## config.mk

```make
export PLATFORM = sky130hd
export DESIGN_NAME = fmultiplier
export DESIGN_NICKNAME = d
export VERILOG_FILES = /design/src/rtl/fp32_pkg.sv /design/src/rtl/fp32_round_pack.sv /design/src/rtl/fmultiplier.sv
export SDC_FILE = /design/constraint.sdc
export NUM_CORES = 2
export LEC_CHECK = 0
export BUFFER_PORTS_ARGS = -buffer_cell sky130_fd_sc_hd__buf_2
export CORE_MARGIN = 8
export CORE_UTILIZATION = 30
export DETAILED_ROUTE_END_ITERATION = 6
export GPL_TIMING_DRIVEN = 0
export PLACE_DENSITY = 0.56
export REMOVE_ABC_BUFFERS = 1
export SLEW_MARGIN = 20
export SYNTH_ARGS = -nofsm -noshare
export SYNTH_HDL_FRONTEND = slang
export SYNTH_HIERARCHICAL = 1
export SYNTH_SLANG_ARGS = --single-unit
export TNS_END_PERCENT = 50
```

## constraint.sdc

```tcl
create_clock -name clk -period 7.3 [get_ports clk]
set_input_delay 0.365 -clock clk [delete_from_list [all_inputs] [get_ports clk]]
set_output_delay 0.365 -clock clk [all_outputs]
set_load 0.02 [all_outputs]
```

## src/rtl/fp32_pkg.sv

```systemverilog
// Shared binary32 field widths, constants and operand classification
// for the floating-point datapath blocks.
`timescale 1ns/1ps
package fp32_pkg;

  localparam int EXP_W  = 8;
  localparam int FRAC_W = 23;
  localparam int BIAS   = 127;

  localparam logic [31:0] QNAN = 32'h7FC0_0000;

  typedef enum logic [1:0] {
    ZERO,
    NORM,
    INF,
    NAN
  } fp_class_e;

  // Subnormals classify as zero: the fraction is ignored whenever exp=0.
  function automatic fp_class_e classify(input logic [EXP_W-1:0] exp,
                                         input logic [FRAC_W-1:0] frac);
    fp_class_e cls;
    if (exp == '0)
      cls = ZERO;
    else if (exp == '1)
      cls = (frac == '0) ? INF : NAN;
    else
      cls = NORM;
    return cls;
  endfunction

endpackage

```

## src/rtl/fp32_round_pack.sv

```systemverilog
// Normalises a 48-bit significand product, rounds to nearest-even and packs
// a binary32 result, saturating to inf on overflow and flushing to zero below.
`timescale 1ns/1ps
module fp32_round_pack
  import fp32_pkg::*;
(
  input  logic               sign,
  input  logic signed [9:0]  exp,
  input  logic [47:0]        prod,
  output logic [31:0]        z
);

  logic [FRAC_W-1:0]  mant;
  logic               guard;
  logic               sticky;
  logic signed [9:0]  exp_n;
  logic [FRAC_W:0]    mant_r;
  logic signed [9:0]  exp_r;

  function automatic logic rne_up(input logic lsb, input logic g, input logic s);
    return g & (s | lsb);
  endfunction

  always_comb begin
    mant   = prod[45:23];
    guard  = prod[22];
    sticky = |prod[21:0];
    exp_n  = exp;
    if (prod[47]) begin
      mant   = prod[46:24];
      guard  = prod[23];
      sticky = |prod[22:0];
      exp_n  = exp + 10'sd1;
    end
  end

  // A carry out of the rounded mantissa leaves the fraction at zero and bumps the exponent.
  always_comb begin
    mant_r = {1'b0, mant} + {{FRAC_W{1'b0}}, rne_up(mant[0], guard, sticky)};
    exp_r  = exp_n;
    if (mant_r[FRAC_W])
      exp_r = exp_n + 10'sd1;
  end

  always_comb begin
    if (exp_r >= 10'sd255)
      z = {sign, {EXP_W{1'b1}}, {FRAC_W{1'b0}}};
    else if (exp_r <= 10'sd0)
      z = {sign, {(EXP_W+FRAC_W){1'b0}}};
    else
      z = {sign, exp_r[EXP_W-1:0], mant_r[FRAC_W-1:0]};
  end

endmodule

```

## src/rtl/fmultiplier.sv

```systemverilog
// Three-stage pipelined binary32 multiplier, RNE rounding, flush-to-zero,
// one operand pair per cycle with a fixed two-edge input-to-output latency.
`timescale 1ns/1ps
module fmultiplier
  import fp32_pkg::*;
(
  input  logic        clk,
  input  logic        rst,
  input  logic [31:0] a,
  input  logic [31:0] b,
  output logic [31:0] z
);

  localparam logic signed [9:0] BIAS_S = 10'(BIAS);

  fp_class_e cls_a;
  fp_class_e cls_b;
  fp_class_e cls_res;

  logic              sign_p0;
  fp_class_e         cls_p0;
  logic [EXP_W-1:0]  exp_a_p0;
  logic [EXP_W-1:0]  exp_b_p0;
  logic [FRAC_W:0]   man_a_p0;
  logic [FRAC_W:0]   man_b_p0;

  logic              sign_p1;
  fp_class_e         cls_p1;
  logic signed [9:0] exp_p1;
  logic [47:0]       prod_p1;

  logic signed [9:0] exp_sum;
  logic [47:0]       prod;
  logic [31:0]       norm_z;

  assign cls_a = classify(a[30:23], a[22:0]);
  assign cls_b = classify(b[30:23], b[22:0]);

  // Special-result priority: NaN operand, then inf*zero, then inf, then zero.
  always_comb begin
    cls_res = NORM;
    if (cls_a == NAN || cls_b == NAN)
      cls_res = NAN;
    else if ((cls_a == INF && cls_b == ZERO) || (cls_a == ZERO && cls_b == INF))
      cls_res = NAN;
    else if (cls_a == INF || cls_b == INF)
      cls_res = INF;
    else if (cls_a == ZERO || cls_b == ZERO)
      cls_res = ZERO;
  end

  // Stage 1: unpacked fields and result class
  always_ff @(posedge clk or posedge rst) begin
    if (rst) begin
      sign_p0  <= 1'b0;
      cls_p0   <= ZERO;
      exp_a_p0 <= '0;
      exp_b_p0 <= '0;
      man_a_p0 <= '0;
      man_b_p0 <= '0;
    end else begin
      sign_p0  <= a[31] ^ b[31];
      cls_p0   <= cls_res;
      exp_a_p0 <= a[30:23];
      exp_b_p0 <= b[30:23];
      man_a_p0 <= {1'b1, a[22:0]};
      man_b_p0 <= {1'b1, b[22:0]};
    end
  end

  assign exp_sum = $signed({2'b00, exp_a_p0}) + $signed({2'b00, exp_b_p0}) - BIAS_S;
  assign prod    = {24'b0, man_a_p0} * {24'b0, man_b_p0};

  // Stage 2: significand product, exponent sum, sign
  always_ff @(posedge clk or posedge rst) begin
    if (rst) begin
      sign_p1 <= 1'b0;
      cls_p1  <= ZERO;
      exp_p1  <= '0;
      prod_p1 <= '0;
    end else begin
      sign_p1 <= sign_p0;
      cls_p1  <= cls_p0;
      exp_p1  <= exp_sum;
      prod_p1 <= prod;
    end
  end

  fp32_round_pack u_round_pack (
    .sign (sign_p1),
    .exp  (exp_p1),
    .prod (prod_p1),
    .z    (norm_z)
  );

  // Stage 3: select special or rounded result into z
  always_ff @(posedge clk or posedge rst) begin
    if (rst) begin
      z <= '0;
    end else begin
      case (cls_p1)
        NAN:     z <= QNAN;
        INF:     z <= {sign_p1, {EXP_W{1'b1}}, {FRAC_W{1'b0}}};
        ZERO:    z <= {sign_p1, {(EXP_W+FRAC_W){1'b0}}};
        default: z <= norm_z;
      endcase
    end
  end

endmodule

```

## After elaboration in Yosys (flattened, before gate mapping)

Index checks and enable logic that the tools add are counted.
Widths: inputs -> output; s select.

- Register bits after elaboration: 160
- Output and inout port bits: 32

- $add $sub $neg: 5
- Multiply operators: 1
- Magnitude comparators: 2
- Equality and inequality tests: 8
- Multiplexer cells: 18
- Bitwise gates (word level): 3
- Reduce and logical (&&, ||, !) cells: 15

Operators by type and width:

| cell | number |
|---|---|
| $pmux 32 s3 | 1 |
| $mux 31 | 2 |
| $mul 24x24->48 | 1 |
| $logic_not 23->1 | 2 |
| $add 23x1->24 | 1 |
| $mux 23 | 1 |
| $reduce_or 23->1 | 1 |
| $reduce_or 22->1 | 1 |
| $add 10x2->10 const B | 2 |
| $mux 10 | 2 |
| $eq 8x8->1 const B | 2 |
| $logic_not 8->1 | 2 |
| $mux 2 | 7 |
| $eq 2x2->1 const B | 6 |
| $ge 10x9->1 const B | 1 |
| $le 10x1->1 const B | 1 |
| $sub 9x7->10 const B | 1 |
| $add 8x8->9 | 1 |
| $logic_not 2->1 | 3 |
| $mux 1 | 5 |
| $logic_or 1x1->1 | 4 |
| $logic_and 1x1->1 | 2 |
| $and 1x1->1 | 1 |
| $or 1x1->1 | 1 |
| $xor 1x1->1 | 1 |

## Logic depth before layout (Yosys ltp)

- Word-level depth: 10
- Mapped depth: 25
- Gate-level depth less buffers: 24

## Hierarchy

The synthesis kept the hierarchy.

By module, submodules not included:

| module | instances | cells each | area each (um^2) | seq. area each (um^2) |
|---|---|---|---|---|
| fmultiplier | 1 | 2468 | 23924.2 | 3978.8 |
| fp32_round_pack | 1 | 329 | 2437.3 | 0.0 |

## Worst setup path after synthesis

OpenSTA, ideal clock, no wires.

- Kind: register -> register
- Start: register man_b_p0[3]
- End: register prod_p1[46]
- Library setup time: 126 ps
- Arrival time: 6404 ps
- Required time: 7174 ps
- Slack: 770 ps
- Cell stages (with the launch flop): 26
- Clock period less this slack: 6530 ps
- Path through: dfrtp_1 -> clkbuf_1 -> nand2_1 -> fa_1 -> inv_1 -> fa_1 -> inv_1 -> fa_1 -> inv_1 -> fa_1 -> inv_1 -> fa_1 -> inv_1 -> fa_1 -> inv_1 -> fa_1 -> inv_1 -> ha_1 -> a21oi_1 -> nand2_1 -> a221o_1 -> o31ai_4 -> a2111oi_4 -> o21ai_2 -> nand2_1 -> o311a_1

- Longest elaborated chain between the ends: 1

RTL lines:

| item | RTL line | source |
|---|---|---|
| start: declaration | fmultiplier.sv:25 | `logic [FRAC_W:0] man_b_p0;` |
| start signal: assignment | fmultiplier.sv:67 | `man_b_p0 <= {1'b1, b[22:0]};` |
| $mul 24x24->48 | fmultiplier.sv:72 | `assign prod = {24'b0, man_a_p0} * {24'b0, man_b_p0};` |
| named net prod[46] | fmultiplier.sv:33 | `logic [47:0] prod;` |
| end signal: assignment | fmultiplier.sv:85 | `prod_p1 <= prod;` |
| end: declaration | fmultiplier.sv:30 | `logic [47:0] prod_p1;` |

The timed path passes the listed nets, and every way through them passes these cells.

## Worst setup path in the final report

- Start: register man_b_p0[16]
- End: register prod_p1[45]

Same word-level chain as after synthesis.

==> results.sh <==
export IMPL_outcome="finished, final reports clean"
export IMPL_die_width_um=312
export IMPL_seq_area_sq_um=4100
export IMPL_numCtsBuffers=17
export IMPL_synthDominantCellAreaShare_pct=36.7
export IMPL_num_nets_final=3534
export IMPL_cts_buffer_depth=2
export IMPL_count_of_state_elements_after_synthesis=159
export IMPL_final_layout_size_suffix_gt1_share_pct=9.27
export IMPL_final_period_utilization_pct=96.1
export IMPL_report_final_slew_viol_count=0
export IMPL_placed_cells=3915
export IMPL_synthCells=2797
export IMPL_criticalPathCategory="reg -> reg"
export IMPL_synth_seq_area_share_pct=15.1
export IMPL_via_per_inst=4.73
export IMPL_wire_length_per_cell_um=18.2
export IMPL_worst_hold_path_type="in -> reg"
export IMPL_critical_path_peak_fanout=24
export IMPL_routed_via_count=18743
export IMPL_rsz0062_at_grt="yes"
export IMPL_cap_viol_max_count=0
export IMPL_dieArea_sq_um=97600
export IMPL_setup_worst_path_end_class="register"
export IMPL_htreeDepth=4
export IMPL_critPathArrivalTime_ns=7.34
export IMPL_grt_pass1_wl_um=111000
export IMPL_die_h_um=312
export IMPL_yosysUniqueCellTypes=91
export IMPL_setup_worst_path_start_class="register"
export IMPL_core_area_sq_um=86900
export IMPL_required_ns=7.63
export IMPL_detailedRoute_firstIterationViolations=1071
export IMPL_final_setup_viol_count=0
export IMPL_fin_worst_skew_ns=0.0160
export IMPL_place_hpwl_um=53900
export IMPL_cts_root_buf="clkbuf_16"
export IMPL_async_flop_share_pct=100
export IMPL_clock_sink_count=159
export IMPL_postLayoutSetupSlackWorst_ns=0.287
export IMPL_gp_congestion=0.853
export IMPL_multi_input_gate_area_sq_um=19600
export IMPL_synthFlopType="dfrtp_1"
export IMPL_max_slew_margin_pct=32.1
export IMPL_drt_drc_violations_left=0
export IMPL_number_of_antenna_violations_at_the_first_check_in_global_routing=5
export IMPL_finalHoldWorstSlack_ns=0.0264
export IMPL_post_layout_nonfiller_instances=3966
export IMPL_place_worst_setup_slack_ns=-0.293
export IMPL_synth_area_sq_um=26400
export IMPL_clock_insertion_delay_worst_skew_ns=0.46
export IMPL_grt_pass1_vias=19398
export IMPL_leading_cell_types_by_count_after_synthesis="inv_1 (578), fa_1 (483), nand2_1 (344), and2_1 (319), ha_1 (192)"
export IMPL_io_buffer_count=97
export IMPL_layout_filler_cells=8984
export IMPL_grt_remaining_overflow=0
export IMPL_floorplan_rows=108
export IMPL_initial_core_utilization_pct=30.3
export IMPL_worst_setup_hold_path_clk_slew_ns=0.08
export IMPL_ioPinCount=98
export IMPL_ys_warn_count=6
export IMPL_routed_wirelength_um=72000
export IMPL_final_period_minus_worst_setup_slack_ns=7.01
export IMPL_finish_utilization_pct=33.1
export IMPL_final_hold_violation_count=0
export IMPL_area_delta_synth_final_pct=9.14
export IMPL_synth_top_cells_by_area="fa_1 (37%), dfrtp_1 (15%), ha_1 (9.1%)"
export IMPL_synth_most_common_cell="inv_1"
export IMPL_synth_enable_flop_cells=0
export IMPL_detail_route_first_pass_iterations=5
export IMPL_grt_max_degree=86
export IMPL_yosysTopAreaCell="fa_1"
export IMPL_tritoncts="done"
export IMPL_timing_worst_slew_pin_value_ns=1.02
export IMPL_postRouteAntennaNets=0
export IMPL_globalRouteTotalUtil_pct=14.3
export IMPL_avgSynthCellArea_sq_um=9.42
export IMPL_max_freq_mhz=143
## path summary, 6_finish.rpt
check | start | end | slack [ns] | cells past startpoint
max | man_b_p0[16] | prod_p1[45] | 0.29 | 22
min | a[4] | man_a_p0[4] | 0.03 | 1
max reg2reg | man_b_p0[16] | prod_p1[45] | 0.29 | 22
min reg2reg | cls_p0[0] | cls_p1[0] | 0.35 | 0
max in group asynchronous | rst | man_b_p0[11] | 5.88 | 4
min in group asynchronous | rst | z[24] | 0.53 | 3
## state kept, by name, summed over array words and instances (netlist names)
name	count
prod_p1	48
z	32
man_a_p0	24
man_b_p0	23
exp_p1	10
exp_a_p0	8
exp_b_p0	8
cls_p0	2
cls_p1	2
sign_p0	1
sign_p1	1
## logic make-up (layout without fill, tap and decap cells)
logic type | Yosys count | count (layout) | synth area share (%)
mux | 24 | 24 | 0.949
buf+inv | 722 | 731 | 10.6
flops | 159 | 159 | 15.1
other cells | 1 | 6 | 0.0142
xor+xnor | 92 | 92 | 3.09
fa+ha+maj | 675 | 675 | 45.8
compound gates | 220 | 220 | 5.80
simple gates | 904 | 904 | 18.7
## routing by layer
layer  global-route usage [%]  vias to the layer above  part of all wire (%)
met5                        0                        -                     0
met4                     2.71                        0                   1.5
met3                     2.74                       59                   7.1
met2                     22.4                      480                    45
met1                     20.5                     9669                    47
li1                         -                     8535                     -
## placed cells by master (no fill, tap or decap), types with 5 or more instances in the layout
master	n
dfrtp_2	21
buf_16	5
buf_2	97
o21ai_1	6
nor4_4	5
buf_4	6
nand4_1	26
inv_1	577
nor3_1	24
inv_8	5
nor4_1	20
a211oi_1	9
nand2_1	344
dfrtp_1	112
a31oi_1	6
a21o_1	45
fa_1	483
diode_2	5
and3_1	19
nor4b_1	6
ha_1	191
nand3_1	36
clkbuf_16	18
nor2_1	35
nor4_2	21
xnor2_1	55
nor2b_1	8
mux2i_1	19
o21bai_1	5
buf_8	7
a21oi_1	63
o21ai_0	22
and2_1	319
xor2_1	36
dfrtp_4	26
## critical path, stage by stage, from the launching register on
cell      delay [ns]
dfrtp_2         0.77
nand2_1         0.16
fa_1            0.53
inv_1           0.05
fa_1            0.50
inv_1           0.06
fa_1            0.53
inv_1           0.05
fa_1            0.50
fa_1            0.46
fa_1            0.52
inv_1           0.05
fa_1            0.47
inv_1           0.04
ha_1            0.32
a21o_1          0.27
a31o_2          0.30
a21oi_1         0.18
o211ai_1        0.12
o21ai_2         0.30
a41oi_2         0.22
a41o_1          0.28
xor2_1          0.15
## area by class of cell
type | count | area share [%]
repair buffers | 120 | 2.95
inverters | 579 | 7.58
diodes | 5 | 0.0435
flip-flops and latches | 159 | 14.3
well taps | 1155 | 5.02
multi-input cells | 1916 | 68.2
clock buffers | 20 | 1.52
clock inverters | 12 | 0.444
## timing repair
item / in CTS / in global routing
gates resized for setup: 21 / 40
endpoints found under the setup margin: 17 / 18
endpoints found under the hold margin: 58 / 0
buffers inserted: 0 / 12
hold buffers: 2 / 0
pin swaps: 0 / 2
## metrics by stage
stage	cell area, sq um	TNS [ns]
after detailed placement	27800	-2.36
after global placement	27700	-5.09
after CTS	28400	0
after global routing	28800	0
final	28800	0
after floorplan	25700	0
Power is not shown: default switching activity piles up to over one toggle a cycle in this logic, so the estimate is an artifact.
